===== src/rtl/sd_host_pkg.sv =====
// Shared SD host definitions used by the CMD arbiter, its watchdog and the
// DAT-path controller.
//   - CMD field widths (index 6 bits, argument 32 bits)
//   - requester IDs recorded as the owner of an in-flight command
//   - arbiter state encoding
//   - CMD12 (STOP_TRANSMISSION), the usual auto-command index
package sd_host_pkg;

  localparam int CMD_IDX_W = 6;
  localparam int CMD_ARG_W = 32;
  localparam int RSP_W     = 32;

  localparam logic [CMD_IDX_W-1:0] CMD12_INDEX = 6'd12;

  // Owner of the command currently held by the arbiter
  localparam logic REQ_SW   = 1'b0;
  localparam logic REQ_AUTO = 1'b1;

  // Arbiter states. These are kept as plain constants so older tools and
  // register dumps can decode them.
  typedef logic [2:0] arb_state_t;
  localparam arb_state_t ST_IDLE      = 3'd0;
  localparam arb_state_t ST_ISSUE     = 3'd1;
  localparam arb_state_t ST_WAIT_ACK  = 3'd2;
  localparam arb_state_t ST_WAIT_DONE = 3'd3;
  localparam arb_state_t ST_RESP      = 3'd4;

endpackage


===== src/rtl/cmd_arbiter_if.sv =====
// Bundle of every handshake between the CMD arbiter and its neighbours:
// the two requesters (software register path, DAT-path auto command) and
// the CMD line engine.
//   slave  : arbiter view (requests/engine status in, grants/commands out)
//   master : environment view (requesters + CMD engine)
interface cmd_arbiter_if;
  import sd_host_pkg::*;

  // Software requester
  logic                 sw_req;
  logic [CMD_IDX_W-1:0] sw_cmd_index;
  logic [CMD_ARG_W-1:0] sw_cmd_arg;
  logic                 sw_grant;
  logic                 sw_done;
  logic                 sw_error;

  // Auto-command requester
  logic                 auto_req;
  logic [CMD_IDX_W-1:0] auto_cmd_index;
  logic [CMD_ARG_W-1:0] auto_cmd_arg;
  logic                 auto_grant;
  logic                 auto_done;
  logic                 auto_error;

  // Shared status
  logic [RSP_W-1:0]     rsp_status;
  logic                 arb_busy;

  // CMD engine
  logic                 new_cmd;
  logic [CMD_IDX_W-1:0] cmd_index;
  logic [CMD_ARG_W-1:0] cmd_arg;
  logic                 cmd_busy;
  logic                 cmd_complete;
  logic                 timeout_error;
  logic [RSP_W-1:0]     response_status;

  modport slave (
    input  sw_req, sw_cmd_index, sw_cmd_arg,
    input  auto_req, auto_cmd_index, auto_cmd_arg,
    input  cmd_busy, cmd_complete, timeout_error, response_status,
    output sw_grant, sw_done, sw_error,
    output auto_grant, auto_done, auto_error,
    output rsp_status, arb_busy,
    output new_cmd, cmd_index, cmd_arg
  );

  modport master (
    output sw_req, sw_cmd_index, sw_cmd_arg,
    output auto_req, auto_cmd_index, auto_cmd_arg,
    output cmd_busy, cmd_complete, timeout_error, response_status,
    input  sw_grant, sw_done, sw_error,
    input  auto_grant, auto_done, auto_error,
    input  rsp_status, arb_busy,
    input  new_cmd, cmd_index, cmd_arg
  );

endinterface


===== src/rtl/cmd_ack_watchdog.sv =====
// Acknowledge watchdog: counts enabled cycles after a clear and flags
// expiry once TIMEOUT cycles have been counted. Shared with the DAT
// controller, so it knows nothing about the arbiter's states.
// Ports:
//   clk     : clock, rising edge
//   rst_n   : asynchronous active-low reset
//   clear   : restart the count from zero (wins over enable)
//   enable  : count this cycle
//   expired : count has reached TIMEOUT; holds until the next clear
module cmd_ack_watchdog #(
  parameter int TIMEOUT = 16
) (
  input  logic clk,
  input  logic rst_n,
  input  logic clear,
  input  logic enable,
  output logic expired
);

  localparam int CNT_W = $clog2(TIMEOUT + 1);

  logic [CNT_W-1:0] count;

  assign expired = (count == CNT_W'(TIMEOUT));

  // Saturate at TIMEOUT so a late enable cannot wrap back to "not expired"
  always_ff @(posedge clk or negedge rst_n) begin
    if (!rst_n) begin
      count <= '0;
    end else if (clear) begin
      count <= '0;
    end else if (enable && !expired) begin
      count <= count + 1'b1;
    end
  end

endmodule


===== src/rtl/cmd_arbiter.sv =====
// CMD line arbiter. Grants the single CMD engine to either the software
// register path or the DAT-path auto-command source (auto has fixed
// priority), launches the latched command, waits for the engine's
// acknowledge and completion, and returns done/error to the owner.
// Ports:
//   CLK_host : host clock, all logic on the rising edge
//   reset    : asynchronous active-low reset
//   bus      : cmd_arbiter_if.slave (requesters + CMD engine handshake)
// Build option:
//   CMD_RETRY_EN : when defined, a CMD timeout_error re-issues the same
//                  command up to MAX_RETRY times before reporting an error.
module cmd_arbiter
  import sd_host_pkg::*;
#(
  parameter int ACK_TIMEOUT = 16,
  parameter int MAX_RETRY   = 2
) (
  input logic          CLK_host,
  input logic          reset,
  cmd_arbiter_if.slave bus
);

  if (ACK_TIMEOUT < 1) begin : g_bad_ack_timeout
    $error("cmd_arbiter: ACK_TIMEOUT must be at least 1");
  end
  if (MAX_RETRY < 0) begin : g_bad_max_retry
    $error("cmd_arbiter: MAX_RETRY must not be negative");
  end

  arb_state_t           state;
  logic                 owner;
  logic [CMD_IDX_W-1:0] cmd_index_q;
  logic [CMD_ARG_W-1:0] cmd_arg_q;
  logic [RSP_W-1:0]     rsp_q;
  logic                 new_cmd_q;
  logic                 sw_grant_q, auto_grant_q;
  logic                 sw_done_q, auto_done_q;
  logic                 sw_error_q, auto_error_q;
  logic                 ack_expired;
  logic                 finish_cmd;
  logic                 finish_err;

`ifdef CMD_RETRY_EN
  localparam int RETRY_W = (MAX_RETRY > 0) ? $clog2(MAX_RETRY + 1) : 1;
  logic [RETRY_W-1:0] retry_cnt;
  logic               retry_now;
`endif

  cmd_ack_watchdog #(
    .TIMEOUT (ACK_TIMEOUT)
  ) u_ack_watchdog (
    .clk     (CLK_host),
    .rst_n   (reset),
    .clear   (state == ST_ISSUE),
    .enable  (state == ST_WAIT_ACK),
    .expired (ack_expired)
  );

  // Decide whether this cycle ends the command (moving to RESP) and with
  // what error status. An acknowledge arriving on the expiry cycle wins;
  // a timeout_error on the same cycle as cmd_complete counts as a timeout.
  always_comb begin
    finish_cmd = 1'b0;
    finish_err = 1'b0;
`ifdef CMD_RETRY_EN
    retry_now  = 1'b0;
`endif
    case (state)
      ST_WAIT_ACK: begin
        if (!bus.cmd_busy && ack_expired) begin
          finish_cmd = 1'b1;
          finish_err = 1'b1;
        end
      end
      ST_WAIT_DONE: begin
        if (bus.timeout_error) begin
`ifdef CMD_RETRY_EN
          if (retry_cnt < RETRY_W'(MAX_RETRY)) begin
            retry_now = 1'b1;
          end else begin
            finish_cmd = 1'b1;
            finish_err = 1'b1;
          end
`else
          finish_cmd = 1'b1;
          finish_err = 1'b1;
`endif
        end else if (bus.cmd_complete) begin
          finish_cmd = 1'b1;
        end
      end
      default: ;
    endcase
  end

  // Main FSM. Grant/done/error are single-cycle pulses cleared by default
  // every cycle; cmd_index/cmd_arg only change on a grant.
  always_ff @(posedge CLK_host or negedge reset) begin
    if (!reset) begin
      state        <= ST_IDLE;
      owner        <= REQ_SW;
      cmd_index_q  <= '0;
      cmd_arg_q    <= '0;
      rsp_q        <= '0;
      new_cmd_q    <= 1'b0;
      sw_grant_q   <= 1'b0;
      auto_grant_q <= 1'b0;
      sw_done_q    <= 1'b0;
      auto_done_q  <= 1'b0;
      sw_error_q   <= 1'b0;
      auto_error_q <= 1'b0;
`ifdef CMD_RETRY_EN
      retry_cnt    <= '0;
`endif
    end else begin
      sw_grant_q   <= 1'b0;
      auto_grant_q <= 1'b0;
      sw_done_q    <= 1'b0;
      auto_done_q  <= 1'b0;
      sw_error_q   <= 1'b0;
      auto_error_q <= 1'b0;

      if (finish_cmd) begin
        state     <= ST_RESP;
        new_cmd_q <= 1'b0;
        if (owner == REQ_AUTO) begin
          auto_done_q  <= 1'b1;
          auto_error_q <= finish_err;
        end else begin
          sw_done_q  <= 1'b1;
          sw_error_q <= finish_err;
        end
        // A failed command leaves the previous response visible
        if (!finish_err) begin
          rsp_q <= bus.response_status;
        end
      end else begin
        case (state)
          ST_IDLE: begin
            if (bus.auto_req) begin
              auto_grant_q <= 1'b1;
              owner        <= REQ_AUTO;
              cmd_index_q  <= bus.auto_cmd_index;
              cmd_arg_q    <= bus.auto_cmd_arg;
              state        <= ST_ISSUE;
`ifdef CMD_RETRY_EN
              retry_cnt    <= '0;
`endif
            end else if (bus.sw_req) begin
              sw_grant_q  <= 1'b1;
              owner       <= REQ_SW;
              cmd_index_q <= bus.sw_cmd_index;
              cmd_arg_q   <= bus.sw_cmd_arg;
              state       <= ST_ISSUE;
`ifdef CMD_RETRY_EN
              retry_cnt   <= '0;
`endif
            end
          end
          ST_ISSUE: begin
            new_cmd_q <= 1'b1;
            state     <= ST_WAIT_ACK;
          end
          ST_WAIT_ACK: begin
            if (bus.cmd_busy) begin
              new_cmd_q <= 1'b0;
              state     <= ST_WAIT_DONE;
            end
          end
          ST_WAIT_DONE: begin
`ifdef CMD_RETRY_EN
            // Re-issue the latched command; no new grant is produced
            if (retry_now) begin
              retry_cnt <= retry_cnt + 1'b1;
              state     <= ST_ISSUE;
            end
`endif
          end
          ST_RESP: state <= ST_IDLE;
          default: state <= ST_IDLE;
        endcase
      end
    end
  end

  assign bus.sw_grant   = sw_grant_q;
  assign bus.auto_grant = auto_grant_q;
  assign bus.sw_done    = sw_done_q;
  assign bus.auto_done  = auto_done_q;
  assign bus.sw_error   = sw_error_q;
  assign bus.auto_error = auto_error_q;
  assign bus.rsp_status = rsp_q;
  assign bus.arb_busy   = (state != ST_IDLE);
  assign bus.new_cmd    = new_cmd_q;
  assign bus.cmd_index  = cmd_index_q;
  assign bus.cmd_arg    = cmd_arg_q;

endmodule


===== src/flat_wrapper.sv =====
// flat-port wrapper written by rule: the top's interface ports become plain ports
module cmd_arbiter_flat import sd_host_pkg::*;
#(
  parameter int ACK_TIMEOUT = 16,
  parameter int MAX_RETRY   = 2
)
  (CLK_host, reset, bus_sw_req, bus_sw_cmd_index, bus_sw_cmd_arg, bus_auto_req, bus_auto_cmd_index, bus_auto_cmd_arg, bus_cmd_busy, bus_cmd_complete, bus_timeout_error, bus_response_status, bus_sw_grant, bus_sw_done, bus_sw_error, bus_auto_grant, bus_auto_done, bus_auto_error, bus_rsp_status, bus_arb_busy, bus_new_cmd, bus_cmd_index, bus_cmd_arg);
  cmd_arbiter_if bus_i ();
  input logic CLK_host;
  input logic reset;
  input wire logic [$bits(bus_i.sw_req)-1:0] bus_sw_req;
  input wire logic [$bits(bus_i.sw_cmd_index)-1:0] bus_sw_cmd_index;
  input wire logic [$bits(bus_i.sw_cmd_arg)-1:0] bus_sw_cmd_arg;
  input wire logic [$bits(bus_i.auto_req)-1:0] bus_auto_req;
  input wire logic [$bits(bus_i.auto_cmd_index)-1:0] bus_auto_cmd_index;
  input wire logic [$bits(bus_i.auto_cmd_arg)-1:0] bus_auto_cmd_arg;
  input wire logic [$bits(bus_i.cmd_busy)-1:0] bus_cmd_busy;
  input wire logic [$bits(bus_i.cmd_complete)-1:0] bus_cmd_complete;
  input wire logic [$bits(bus_i.timeout_error)-1:0] bus_timeout_error;
  input wire logic [$bits(bus_i.response_status)-1:0] bus_response_status;
  output wire logic [$bits(bus_i.sw_grant)-1:0] bus_sw_grant;
  output wire logic [$bits(bus_i.sw_done)-1:0] bus_sw_done;
  output wire logic [$bits(bus_i.sw_error)-1:0] bus_sw_error;
  output wire logic [$bits(bus_i.auto_grant)-1:0] bus_auto_grant;
  output wire logic [$bits(bus_i.auto_done)-1:0] bus_auto_done;
  output wire logic [$bits(bus_i.auto_error)-1:0] bus_auto_error;
  output wire logic [$bits(bus_i.rsp_status)-1:0] bus_rsp_status;
  output wire logic [$bits(bus_i.arb_busy)-1:0] bus_arb_busy;
  output wire logic [$bits(bus_i.new_cmd)-1:0] bus_new_cmd;
  output wire logic [$bits(bus_i.cmd_index)-1:0] bus_cmd_index;
  output wire logic [$bits(bus_i.cmd_arg)-1:0] bus_cmd_arg;
  assign bus_i.sw_req = bus_sw_req;
  assign bus_i.sw_cmd_index = bus_sw_cmd_index;
  assign bus_i.sw_cmd_arg = bus_sw_cmd_arg;
  assign bus_i.auto_req = bus_auto_req;
  assign bus_i.auto_cmd_index = bus_auto_cmd_index;
  assign bus_i.auto_cmd_arg = bus_auto_cmd_arg;
  assign bus_i.cmd_busy = bus_cmd_busy;
  assign bus_i.cmd_complete = bus_cmd_complete;
  assign bus_i.timeout_error = bus_timeout_error;
  assign bus_i.response_status = bus_response_status;
  assign bus_sw_grant = bus_i.sw_grant;
  assign bus_sw_done = bus_i.sw_done;
  assign bus_sw_error = bus_i.sw_error;
  assign bus_auto_grant = bus_i.auto_grant;
  assign bus_auto_done = bus_i.auto_done;
  assign bus_auto_error = bus_i.auto_error;
  assign bus_rsp_status = bus_i.rsp_status;
  assign bus_arb_busy = bus_i.arb_busy;
  assign bus_new_cmd = bus_i.new_cmd;
  assign bus_cmd_index = bus_i.cmd_index;
  assign bus_cmd_arg = bus_i.cmd_arg;
  cmd_arbiter #(.ACK_TIMEOUT(ACK_TIMEOUT), .MAX_RETRY(MAX_RETRY)) u_core (.CLK_host(CLK_host), .reset(reset), .bus(bus_i));
endmodule

===== config.mk =====
export PLATFORM = sky130hd
export DESIGN_NAME = cmd_arbiter_flat
export DESIGN_NICKNAME = d
export VERILOG_FILES = /design/src/rtl/sd_host_pkg.sv /design/src/rtl/cmd_arbiter_if.sv /design/src/rtl/cmd_ack_watchdog.sv /design/src/rtl/cmd_arbiter.sv /design/src/flat_wrapper.sv
export SDC_FILE = /design/constraint.sdc
export NUM_CORES = 1
export LEC_CHECK = 0
export BUFFER_PORTS_ARGS = -buffer_cell sky130_fd_sc_hd__buf_2
export CORE_UTILIZATION = 45
export DETAILED_ROUTE_END_ITERATION = 6
export PLACE_DENSITY_LB_ADDON = 0.3
export SLEW_MARGIN = 0
export SYNTH_ARGS = -nofsm -noshare
export SYNTH_HDL_FRONTEND = slang
export SYNTH_SLANG_ARGS = --single-unit

===== constraint.sdc =====
create_clock -name CLK_host -period 2.2 [get_ports CLK_host]
set_input_delay 0.22 -clock CLK_host [delete_from_list [all_inputs] [get_ports CLK_host]]
set_output_delay 0.22 -clock CLK_host [all_outputs]
set_load 0.01 [all_outputs]

# Word-level counts from Yosys, hierarchy flattened
# Index checks and enable logic that the tools add are counted.
# word_totals
regBits	86
input_bits	115
out_inout_bits	78
word_cells	73
# op_classes
add_sub_neg	1
n_eq_ne	7
n_mux	37
bitwise_logic	2
n_reduce_logical	13
# ops
op	n
$mux W32	2
$mux W1	23
$mux W3	4
$mux W6	2
$pmux W3 S4	1
$mux W5	2
$eq A3 B2 Y1 const B	2
$pmux W1 S2	3
$reduce_and A3 Y1	2
$reduce_bool A3 Y1	2
$add A5 B1 Y5 const B	1
$eq A5 B5 Y1 const B	1
$ne A4 B3 Y1 const B	1
$reduce_and A2 Y1	2
$reduce_bool A2 Y1	2
$eq A3 B1 Y1 const B	1
$logic_not A3 Y1	1
$ne A3 B2 Y1 const B	1
$logic_and A1 B1 Y1	2
$logic_not A1 Y1	2
$ne A2 B1 Y1 const B	1
$not A1 Y1	2

# Logic depth before layout (Yosys ltp)
# logic_depth
word_depth	6
mapped_depth	5
ltp_nobuf	5

# Hierarchy
# Synthesis repeated with hierarchy kept, for this count alone.
# hier_totals
cells_unflattened	261
hier_area_um2	3829.9
# modules_own_cells
mod	instances	cells_each	area_each_um2	seq_area_each_um2
cmd_arbiter	1	234	3549.7	2026.9
cmd_ack_watchdog	1	27	280.3	125.1

# Worst setup path after synthesis
# No wires, ideal clock.
# synth_timing
path_type	reg-to-reg
start	reg u_core.state[1]
end	reg u_core.cmd_index_q[0], in the netlist u_core.bus.cmd_index[0]
setup_ns	0.125
arrival_ns	1.414
required_ns	2.075
path_slack_ns	0.661
path_stages_with_launch	6
path_buffers	2
synth_period_minus_slack_ns	1.539
cell_sequence	dfrtp_1 -> nor3_2 -> o21a_1 -> buf_4 -> buf_6 -> mux2_2
# synth_via
elab_chain_cells	4
elab_cells_between_ends	6
classes_between	eq/ne: 2; mux: 1; bitwise: 1; reduce/logical: 2
# synth_lines
item	line_no	rtl
from (decl)	cmd_arbiter.sv:30	arb_state_t state;
from (signal assigned)	cmd_arbiter.sv:100	state <= ST_IDLE;
from (signal assigned)	cmd_arbiter.sv:124	state <= ST_RESP;
from (signal assigned)	cmd_arbiter.sv:145	state <= ST_ISSUE;
$eq A3 B2 Y1	cmd_arbiter.sv:68	case (state)
$pmux W1 S2	cmd_arbiter.sv:68	
$not A1 Y1 (no line)	-	
$reduce_and A3 Y1 (no line) (*)	-	
to (signal assigned)	cmd_arbiter.sv:143	cmd_index_q <= bus.auto_cmd_index;
to (signal assigned)	cmd_arbiter.sv:152	cmd_index_q <= bus.sw_cmd_index;
to (decl)	cmd_arbiter.sv:32	logic [CMD_IDX_W-1:0] cmd_index_q;
# Mark *: on every way between the ends. The rest lies on a longest branch, timed or not.
# A chain may end at the register's enable or synchronous reset.

# Worst setup path in the final report
# layout_timing
start	reg u_core.state[2]
end	reg u_core.rsp_q[3], in the netlist u_core.bus.rsp_status[3]
# layout_via
elab_chain_cells	4
elab_cells_between_ends	6
classes_between	eq/ne: 2; mux: 2; bitwise: 1; reduce/logical: 1
# layout_lines
item	line_no	rtl
$eq A3 B2 Y1	cmd_arbiter.sv:68	
$pmux W1 S2	cmd_arbiter.sv:68	
$not A1 Y1 (no line)	-	
$reduce_and A2 Y1 (no line) (*)	-	
to (signal assigned)	cmd_arbiter.sv:135	rsp_q <= bus.response_status;
to (decl)	cmd_arbiter.sv:34	logic [RSP_W-1:0] rsp_q;
# Marked as above.

==> flow_summary.yaml <==
critical_path:
  worst_ep_required_time_ns: 2.43
  worst_r2r_path_depth: 4
  critPathArrivalTime_ns: 2.05
  crit_start: "u_core.state[2]"
  crit_end: "u_core.bus.rsp_status[3]"
  reg2reg_to: "u_core.bus.rsp_status[3]"
  endpoint_kind: "flip-flop"
  cp_max_fo: 20
  r2r-start: "u_core.state[2]"
  rrSetupSlack_ns: 0.39
  crit_type: "flip-flop to flip-flop"
  start_kind: "flip-flop"
sta:
  setup_viol: 0
  fin_crit_sh: 0.8247
  hold_violations: 0
  skew_ns: 0.01234
  min_period_ns: 1.814
  fin_tns_setup_ns: 0
  max_freq_mhz: 551.2
  max_slew_margin: 0.6584
  rsz0062_at_grt: "false"
  worst_slew_pin_slew_ns: 0.5124
  finalMaxSlewViolations: 0
floorplanning:
  rows: 34
  initial_core_util: 0.4629
  die_x_um: 96.49
  ios: 193
  die_h_um: 96.49
  dieArea_mm2: 0.009310
  core-area_mm2: 0.008678
detailed_routing:
  drt-total-wl_um: 8419
  via_count: 2876
  routed-wl-met2_um: 3863
  wl_met1_um: 3632
  wl_met3_um: 809
  drt_iter0_drc: 48
  drtAntennaViolNets: 0
  vias_per_cell: 4.959
  wl_per_cell_um: 14.52
  firstDrtPassIters: 4
  highest_layer: "met4"
  drc: 0
min_path:
  hold_class: "primary input to flip-flop"
cts:
  clk_pin_slew_ns: 0.09
  clk-insertion-delay-late_ns: 0.35
  cts_root_buf: "clkbuf_8"
  postCtsSetupBuffers: 0
  hold_buffers: 1
  cts_buffers: 9
  ctsResizeCount: 0
  clock_sinks: 86
  cts_tree: "yes"
  h-tree-depth: 3
  clockBufferDepth: 2
power_and_ir_drop:
  p_per_area_mw_per_mm2: 1296
  leakage_nw: 2.765
  power_mw: 6.931
  ir_worst_vdd_uv: 775.1
synth:
  synth.distinct_cells: 40
  syn_inst: 269
  ys_warn_count: 0
  post_synth_instance_area_mm2: 0.004018
  synth_compound_area_frac: 0.03737
  synth_adder_area_share: 0.006229
  syn_avg_cell_area_um2: 14.94
  synth_top_family_by_area: "multiplexers"
  yosys.area_share.simple: 0.05855
  synth_fp_nets: 386
  synth_seq_cells: 86
  synth_xor_xnor_area_share: 0
  yosysSeqAreaShare: 0.5357
  muxShareOfSynthArea: 0.3307
cells_and_area:
  mostFrequentLayoutCells: "buf_2 (191), dfrtp_1 (86), mux2_2 (46)"
  syn2layout_area_growth_pct: 33.07
  drive_gt1_frac: 0.6327
  final_nets: 583
  layoutNonFillerInstCount: 580
  fillCellCount: 697
  final_common_cell: "buf_2"
placed_design:
  place.gp.congestion: 0.7590
  numPortBuffers: 192
  place_inst: 562
  hpwl_um: 6462
global_routing:
  overflow: 0
  grt_max_degree: 41
  grtUsageTotal: 0.1755
  antenna_found_initial: 1
  grt_first_pass_wirelength_um: 12360
  grt_pass1_vias: 2636
status:
  status: "finished, final reports clean"
job:
  maxCapViolations: 0
cell type report:
type                            count  area (um2)  share of cell area
Sequential cell                    86        2152              0.4025
Multi-Input combinational cell    164        1740              0.3255
Timing Repair Buffer              202        1079              0.2017
Tap cell                          108       135.1             0.02528
Clock buffer                        9       123.9             0.02317
Clock inverter                      7       102.6             0.01919
Inverter                            3       11.26            0.002106
Antenna cell                        1       2.502           0.0004681
power by group:
part / internal [mW] / leakage (nW) / switching, mW
clock: 0.658 / 0.117 / 0.590
combinational: 1.61 / 1.60 / 1.30
sequential: 2.34 / 1.04 / 0.439
total: 4.60 / 2.76 / 2.33
kinds of logic (layout without fill, tap and decap cells):
kind of cell               after synthesis  count (layout)
muxes                                  108             108
adders and majority gates                2               2
DFF                                     86              86
buffers and inverters                   19             221
and+or+nand+nor                         34              34
other                                    0               1
AOI/OAI and AO/OA                       20              20
Yosys cell counts, drive strengths merged:
cell | instances | share of area
o211a | 1 | 0.0025
nor3 | 1 | 0.0025
ha | 2 | 0.0062
nand3 | 6 | 0.0075
nand4bb | 1 | 0.0028
buf | 15 | 0.028
a311oi | 1 | 0.0022
nand2b | 2 | 0.0031
and3 | 1 | 0.0016
o21a | 1 | 0.0019
nor2 | 5 | 0.0047
o21ai | 4 | 0.0050
o2111a | 1 | 0.0028
a2111oi | 1 | 0.0022
a21o | 1 | 0.0019
dfrtp | 86 | 0.54
nand2 | 4 | 0.0037
a21oi | 1 | 0.0012
a22o | 1 | 0.0022
a31oi | 1 | 0.0016
and2 | 2 | 0.0031
clkbuf | 1 | 0.00093
nor2b | 3 | 0.0065
mux2 | 108 | 0.33
nand4b | 3 | 0.010
and4bb | 1 | 0.0031
inv | 3 | 0.0028
o211ai | 5 | 0.0093
or4 | 3 | 0.0056
o21ba | 1 | 0.0025
or3b | 1 | 0.0022
nor3b | 1 | 0.0019
a2bb2oi | 1 | 0.0022
sequential cells by signal, indices dropped and copies added (netlist names):
name	cells
u_core.bus.auto_done	1
u_core.bus.auto_grant	1
u_core.bus.rsp_status	32
u_core.owner	1
u_core.bus.new_cmd	1
u_core.bus.cmd_arg	32
u_core.bus.sw_grant	1
u_core.state	3
u_core.bus.sw_error	1
u_core.u_ack_watchdog.count	5
u_core.bus.auto_error	1
u_core.bus.sw_done	1
u_core.bus.cmd_index	6
layer usage:
metal | vias to the layer above | track usage
li1 | 1367 | -
met1 | 1358 | 0.2266
met2 | 142 | 0.2793
met3 | 9 | 0.05556
met4 | 0 | 0.05882
met5 | - | 0
through the flow:
step | utilization | cell area (um2) | hold WS, ns | setup slack [ns]
floorplan | - | 4018 | -0.07559 | 0.6614
global placement | 0.5885 | 5107 | 0.2284 | 0.4342
detailed placement | 0.5885 | 5107 | 0.2310 | 0.3769
CTS | 0.6158 | 5344 | 0.06410 | 0.3772
global route | 0.6161 | 5346 | 0.06287 | 0.3090
finish | 0.6161 | 5346 | 0.07935 | 0.3856
worst min-delay path by stage:
stage | slack (ns) | endpoint | cells after the start | startpoint
global route | 0.06 | u_core.bus.rsp_status[31] | 2 | bus_response_status[31]
CTS | 0.06 | u_core.bus.rsp_status[31] | 2 | bus_response_status[31]
floorplan | -0.08 | u_core.bus.auto_done | 0 | reset
detailed placement | 0.23 | u_core.bus.rsp_status[12] | 1 | reset
global placement | 0.23 | u_core.bus.rsp_status[12] | 1 | reset
finish | 0.08 | u_core.bus.rsp_status[31] | 2 | bus_response_status[31]
worst max-delay path, cell delays in order, from the launching register on:
cell,delay [ns]
dfrtp_1,0.53
nor2b_4,0.26
nand4b_4,0.32
buf_12,0.29
mux2_4,0.30
(Power assumes the default switching activity.)
